`src/rtl/gen_xor_pipe.sv`:
```
// Elastic XOR scrambler pipeline: every stage XORs a constant key into the word, the last stage also applies MASK.
// Each stage owns its registers inside its own generate scope; mode 1 words pass through unchanged.
module gen_xor_pipe #(
   parameter int unsigned      WIDTH    = 8,
   parameter int unsigned      STAGES   = 4,
   parameter int unsigned      KEY_BASE = 0,
   parameter logic [WIDTH-1:0] MASK     = {WIDTH{1'b1}},
   parameter int unsigned      CNT_W    = 16
) (
   input  logic                      clk,
   input  logic                      rst_n,
   input  logic                      in_valid,
   output logic                      in_ready,
   input  logic [WIDTH-1:0]          in_data,
   input  logic                      in_mode,
   output logic                      out_valid,
   input  logic                      out_ready,
   output logic [WIDTH-1:0]          out_data,
   output logic                      out_mode,
   output logic [CNT_W-1:0]          out_count,
   output logic [STAGES*WIDTH-1:0]   stage_tap
);

   // Truncating the sum to WIDTH bits gives the key modulo 2^WIDTH.
   function automatic logic [WIDTH-1:0] stage_key(input int unsigned idx);
      logic [WIDTH-1:0] k;
      k = WIDTH'(KEY_BASE) + WIDTH'(idx);
      return k;
   endfunction

   function automatic logic [WIDTH-1:0] stage_term(input int unsigned idx);
      logic [WIDTH-1:0] t;
      t = stage_key(idx);
      if (idx == STAGES - 1) t = t ^ MASK;
      return t;
   endfunction

   logic [STAGES-1:0] v_vec;
   logic [STAGES-1:0] m_vec;
   logic [WIDTH-1:0]  d_vec [STAGES];
   logic [STAGES:0]   rdy;

   // A stage can load when it is empty or its successor drains it this cycle.
   always_comb begin
      rdy         = '0;
      rdy[STAGES] = out_ready;
      for (int i = STAGES - 1; i >= 0; i--) begin
         rdy[i] = ~v_vec[i] | rdy[i+1];
      end
   end

   for (genvar gi = 0; gi < STAGES; gi++) begin : g_stage
      localparam logic [WIDTH-1:0] TERM = stage_term(gi);

      logic             v_q, v_d;
      logic             m_q, m_d;
      logic [WIDTH-1:0] d_q, d_d;
      logic             src_v;
      logic             src_m;
      logic [WIDTH-1:0] src_d;

      if (gi == 0) begin : g_src_in
         assign src_v = in_valid;
         assign src_m = in_mode;
         assign src_d = in_data;
      end else begin : g_src_prev
         assign src_v = v_vec[gi-1];
         assign src_m = m_vec[gi-1];
         assign src_d = d_vec[gi-1];
      end

      always_comb begin
         v_d = v_q;
         m_d = m_q;
         d_d = d_q;
         if (rdy[gi]) begin
            v_d = src_v;
            if (src_v) begin
               d_d = src_m ? src_d : (src_d ^ TERM);
               m_d = src_m;
            end
         end
      end

      always_ff @(posedge clk) begin
         if (!rst_n) begin
            v_q <= 1'b0;
            m_q <= 1'b0;
            d_q <= '0;
         end else begin
            v_q <= v_d;
            m_q <= m_d;
            d_q <= d_d;
         end
      end

      assign v_vec[gi] = v_q;
      assign m_vec[gi] = m_q;
      assign d_vec[gi] = d_q;
   end

   for (genvar ti = 0; ti < STAGES; ti++) begin : g_tap
      assign stage_tap[ti*WIDTH +: WIDTH] = g_stage[ti].d_q;
   end

   assign in_ready  = rdy[0];
   assign out_valid = v_vec[STAGES-1];
   assign out_mode  = m_vec[STAGES-1];
   assign out_data  = d_vec[STAGES-1];

   logic [CNT_W-1:0] cnt_q, cnt_d;

   always_comb begin
      cnt_d = cnt_q;
      if (out_valid && out_ready) cnt_d = cnt_q + 1'b1;
   end

   always_ff @(posedge clk) begin
      if (!rst_n) cnt_q <= '0;
      else        cnt_q <= cnt_d;
   end

   assign out_count = cnt_q;

endmodule

```
`config.mk`:
```
export PLATFORM = sky130hd
export DESIGN_NAME = gen_xor_pipe
export DESIGN_NICKNAME = d
export VERILOG_FILES = /design/src/rtl/gen_xor_pipe.sv
export SDC_FILE = /design/constraint.sdc
export NUM_CORES = 1
export LEC_CHECK = 0
export CORE_UTILIZATION = 30
export CTS_CLUSTER_DIAMETER = 100
export DETAILED_ROUTE_END_ITERATION = 10
export DONT_BUFFER_PORTS = 1
export GPL_ROUTABILITY_DRIVEN = 0
export PLACE_DENSITY_LB_ADDON = 0.3
export SLEW_MARGIN = 20
export SYNTH_ARGS = -nofsm -noshare
export SYNTH_HDL_FRONTEND = slang
export SYNTH_SLANG_ARGS = --single-unit
```
`constraint.sdc`:
```
create_clock -name clk -period 2.1 [get_ports clk]
set_clock_uncertainty 0.15 [all_clocks]
set_input_delay 0.42 -clock clk [delete_from_list [all_inputs] [get_ports clk]]
set_output_delay 0.42 -clock clk [all_outputs]
set_load 0.02 [all_outputs]
```
* Word level (Yosys, flattened, before mapping)
Cells that the tools add are included.
W data, S select, Z words.
** Word-level totals
- Bits in registers :: 56
- Latch bits :: 0
- RAM bits :: 0
- Memory bits (read-only) :: 0
- Input port bits :: 13
- Output and inout port bits :: 59
- Logic and storage cells :: 33
- Memories :: 0
** Cells by class
- $add $sub $neg :: 1
- $mul :: 0
- Div/mod/pow operators :: 0
- $lt $le $gt $ge :: 0
- Equality and inequality tests :: 0
- Shift operators :: 0
- Muxes and demuxes :: 3
- Bitwise gates (word level) :: 11
- Reductions and logical operators :: 5
** Operators with widths (count)
- $add A16 B1 Y16 const B :: 1
- $mux W8 :: 1
- $reduce_and A2 Y1 :: 4
- $not A1 Y1 :: 6
- $not A6 Y6 :: 1
- $or A1 B1 Y1 :: 4
- $mux W2 :: 1
- $logic_and A1 B1 Y1 :: 1
- $mux W1 :: 1

* Logic depth before layout (Yosys ltp)
- Depth after elaboration :: 6
- Mapped depth :: 6
- Gate-level depth less buffers :: 5

* Worst setup path before layout
Ideal clock, no wire load.
- Kind :: register -> register
- From :: register g_stage[3].v_q, in the netlist out_valid
- To :: register cnt_q[15], in the netlist out_count[15]
- Setup time :: 0.070 ns
- Arrival time :: 1.771 ns
- Data required time :: 1.880 ns
- Slack :: 0.109 ns
- Cell stages (with the launch flop) :: 6
- Path buffers :: 1
- Clock period less this slack :: 1.991 ns
- Path through :: dfxtp_1 -> buf_4 -> nand4_4 -> or4_4 -> or3_1 -> a21oi_1
** On the way
- Cells in the longest elaborated chain, start to end :: 1
** RTL lines
- start: declaration :: line 55 : logic v_q, v_d;
- start signal: assignment :: line 91 : v_q <= v_d;
- $logic_and A1 B1 Y1 :: line 115 : if (out_valid && out_ready) cnt_d = cnt_q + 1'b1;
- end signal: assignment :: line 120 : else cnt_q <= cnt_d;
- end: declaration :: line 111 : logic [CNT_W-1:0] cnt_q, cnt_d;
No other way between the ends.
A chain may end at the register's enable or synchronous reset.

* Worst setup path in the final report
- From :: register g_stage[3].v_q, in the netlist out_valid
- To :: output in_ready
** On the way
- Cells in the longest elaborated chain, start to end :: 5
** RTL lines
- $not A1 Y1 :: line 48 : rdy[i] = ~v_vec[i] | rdy[i+1];
- $or A1 B1 Y1 (4 in series) :: line 48
- end: declaration :: line 13 : output logic in_ready,
No other way between the ends.

==> flow_summary.rst <==
.. list-table::
   :header-rows: 1

   * - Metric
     - Value
   * - Shortest clock period the worst path allows after layout
     - 1920 ps
   * - Worst voltage drop across the vdd grid
     - 0.323 mV
   * - Die Y-Extent
     - 89.7 um
   * - Residual antenna-violating net count after detailed routing
     - 0
   * - Category of the critical setup timing path
     - register to output pin
   * - Final total negative setup slack
     - 0 ps
   * - Area of the die
     - 8050 um2
   * - Post-synthesis register bit count
     - 56
   * - Post-route DRC violation count
     - 0
   * - DR pass1 iterations
     - 4
   * - Clock root buffer master
     - clkbuf_8
   * - Maximum fanout count along the critical path
     - 10
   * - Syn Nets
     - 276
   * - Detailed-route wire length
     - 5.11 mm
   * - Area growth, synth to finish
     - 11.5%
   * - Fin nets
     - 281
   * - Total of buffers placed on input and output ports
     - 0
   * - Antenna diodes
     - 0
   * - Clock net sink count
     - 56
   * - Width of the die
     - 89.7 um
   * - Required time at the worst-slack endpoint
     - 1530 ps
   * - Worst slew slack as a fraction of its limit
     - 0.678
   * - Portion of the post-synthesis area used by sequential elements
     - 0.485
   * - Netlist Area Pre-Place
     - 2310 um2
   * - Fraction of post-synthesis cell area in the top cell type by area
     - 0.485
   * - Startpoint Class
     - register
   * - Hold path startpoint
     - rst_n
   * - Layout fillers
     - 763
   * - CTS tree
     - done
   * - Wire length of the first global-routing pass
     - 8.71 mm
   * - Endpoint of the most critical register-to-register path
     - out_count[15]
   * - Hold Crit Class
     - input pin to register
   * - Leading cell types in the layout, fill and taps excluded
     - dfxtp_1, nor2_1, nand3_1
   * - Number of vias after detailed routing
     - 1723
   * - Area after DPL
     - 2480 um2
   * - Number of antenna violations at the first check in global routing
     - 0
   * - Num CTS Buffers
     - 5
   * - Number of distinct library cells after synthesis
     - 29
   * - Overall routing resource usage
     - 0.134
   * - Area contributors post-synth
     - dfxtp_1, mux2i_1, nand3_1, nor2_1, xnor2_1
   * - Maximum clock path buffer count
     - 2
   * - Worst endpoint data arrival time
     - 1350 ps
   * - Met2 wire len
     - 2.29 mm
   * - Crit. End Element
     - output pin
   * - Post-DP HPWL
     - 3.76 mm
   * - Top sig layer
     - met4
   * - Post-CTS Setup Repair Bufs
     - 0
   * - Run status
     - completed
   * - CTS resizes
     - 0
   * - Last element of the critical path
     - in_ready
   * - Area of the multi-input gates
     - 1040 um2
   * - Yosys warning count
     - 0
   * - Core outline area
     - 7330 um2
   * - DRC violation total after the first TritonRoute iteration
     - 70
   * - Max-cap check violation count
     - 0
   * - Top Ports
     - 72
   * - FF/Latch Area
     - 1120 um2
   * - Clock-pin slew on the worst setup and hold paths
     - 100 ps
   * - Fin. Hold Viols
     - 0
   * - Most common library cell in the layout ignoring fill and taps
     - dfxtp_1
   * - Unrepaired setup endpoints after global routing
     - false
   * - Layout cell share with drive strength beyond 1
     - 0.131
   * - Reg2reg start
     - out_count[2]
   * - H-tree depth
     - 2
   * - Number of endpoints failing setup at the final stage
     - 0
   * - Largest net degree at the start of global routing
     - 32
   * - Total congestion overflow
     - 0
   * - Source-to-sink clock delay at the later pin of the worst-skew pair
     - 310 ps
   * - Worst-case reg-to-reg path depth
     - 4
   * - Initial standard-cell utilization of the core
     - 0.315
   * - Count of mapped cells out of synthesis
     - 262
   * - # hold bufs at CTS
     - 0
   * - Vias in the first global route
     - 1683
   * - Synthesized area per cell
     - 8.82 um2
   * - Final std cell area, no fill
     - 2570 um2
   * - Power Total
     - 0.00183 W
   * - Actual transition at the worst max-transition pin
     - 482 ps
   * - Worst setup startpoint
     - out_valid
   * - Routed wl met3
     - 401 um
   * - Number of cell rows
     - 31
   * - Worst-case register-to-register setup slack
     - 260 ps
   * - Final cycle utilization of the critical path
     - 0.915
   * - Metal1 wirelength
     - 2.34 mm
   * - Leakage dissipation
     - 1.03 nW
   * - Max frequency
     - 520 MHz
   * - Power density relative to cell area
     - 711 nW/um2
   * - Max-slew violation count
     - 0
   * - Number of vias per cell after detailed routing
     - 4.69
   * - Synth area leader
     - dfxtp_1
   * - Wirelength per Cell
     - 13.9 um
[area by class of cell]
| cell class | count | area share |
|---|---|---|
| repair buffers | 21 | 0.0661 |
| clock inverters | 3 | 0.00826 |
| flip-flops and latches | 56 | 0.435 |
| inverters | 8 | 0.0117 |
| multi-input cells | 175 | 0.404 |
| well taps | 99 | 0.0481 |
| clock buffers | 5 | 0.0267 |
[cells by family (layout without fill, tap and decap cells)]
| logic type | Yosys count | count (layout) | share of synthesized area |
|---|---|---|---|
| XOR/XNOR | 19 | 19 | 0.0720 |
| adder cells (fa/ha/maj) | 1 | 1 | 0.00542 |
| AND/OR/NAND/NOR | 104 | 104 | 0.217 |
| buffers and inverters | 31 | 37 | 0.0666 |
| flip-flops | 56 | 56 | 0.485 |
| multiplexers | 19 | 19 | 0.0823 |
| AO/OA/AOI/OAI | 32 | 32 | 0.0715 |
[synthesized netlist by cell type (all sizes together)]
| cell type | count |
|---|---|
| o21ai | 14 |
| nor4 | 5 |
| o21a | 1 |
| dfxtp | 56 |
| nand4b | 1 |
| o31ai | 1 |
| buf | 15 |
| or4 | 2 |
| inv | 8 |
| and2 | 1 |
| xor2 | 6 |
| clkbuf | 8 |
| and3 | 2 |
| or3 | 2 |
| nor2 | 35 |
| a21oi | 16 |
| xnor2 | 13 |
| ha | 1 |
| nand4 | 5 |
| mux2i | 19 |
| nand2 | 23 |
| nand3 | 27 |
| and4 | 1 |
[critical path, cell delays in order, from the launching register on]
cell     delay, ps
dfxtp_1        390
buf_4          220
nand2_1         80
nor2_1         160
nand3_2        190
[power by group]
part | switching [W] | internal [W]
logic | 0.0000451 | 0.0000319
registers | 0.0000576 | 0.00109
clock network | 0.000371 | 0.000238
total | 0.000474 | 0.00136
[worst min path at each step]
stage | slack (ps) | depth (start not counted) | to
2_1_floorplan | 300 | 2 | g_stage[1].v_q
3_3_place_gp | 320 | 2 | g_stage[1].m_q
3_5_place_dp | 330 | 2 | g_stage[1].m_q
4_1_cts | 70 | 1 | out_count[13]
5_1_grt | 60 | 1 | out_count[13]
6_report | 70 | 1 | out_count[13]
[registers in the layout, summed over array words and instances, names as in the netlist]
signal	cells
out_data	8
g_stage.d_q	24
g_stage.v_q	3
g_stage.m_q	3
out_count	16
out_mode	1
out_valid	1
[per-stage QoR]
| step | instances | setup WS [ps] | hold slack [ps] | util |
|---|---|---|---|---|
| 2_1_floorplan | 262 | 109 | 295 | - |
| 3_3_place_gp | 359 | 256 | 325 | 0.338 |
| 3_5_place_dp | 359 | 228 | 331 | 0.338 |
| 4_1_cts | 367 | 91.8 | 65.8 | 0.351 |
| 5_1_grt | 367 | 5.77 | 55.5 | 0.351 |
| 6_report | 367 | 178 | 74.9 | 0.351 |
[per-layer routing]
metal / track usage / vias up
li1: - / 889
met1: 0.165 / 777
met2: 0.213 / 52
met3: 0.0516 / 5
met4: 0.0423 / 0
met5: 0 / -
(Power assumes the default switching activity.)
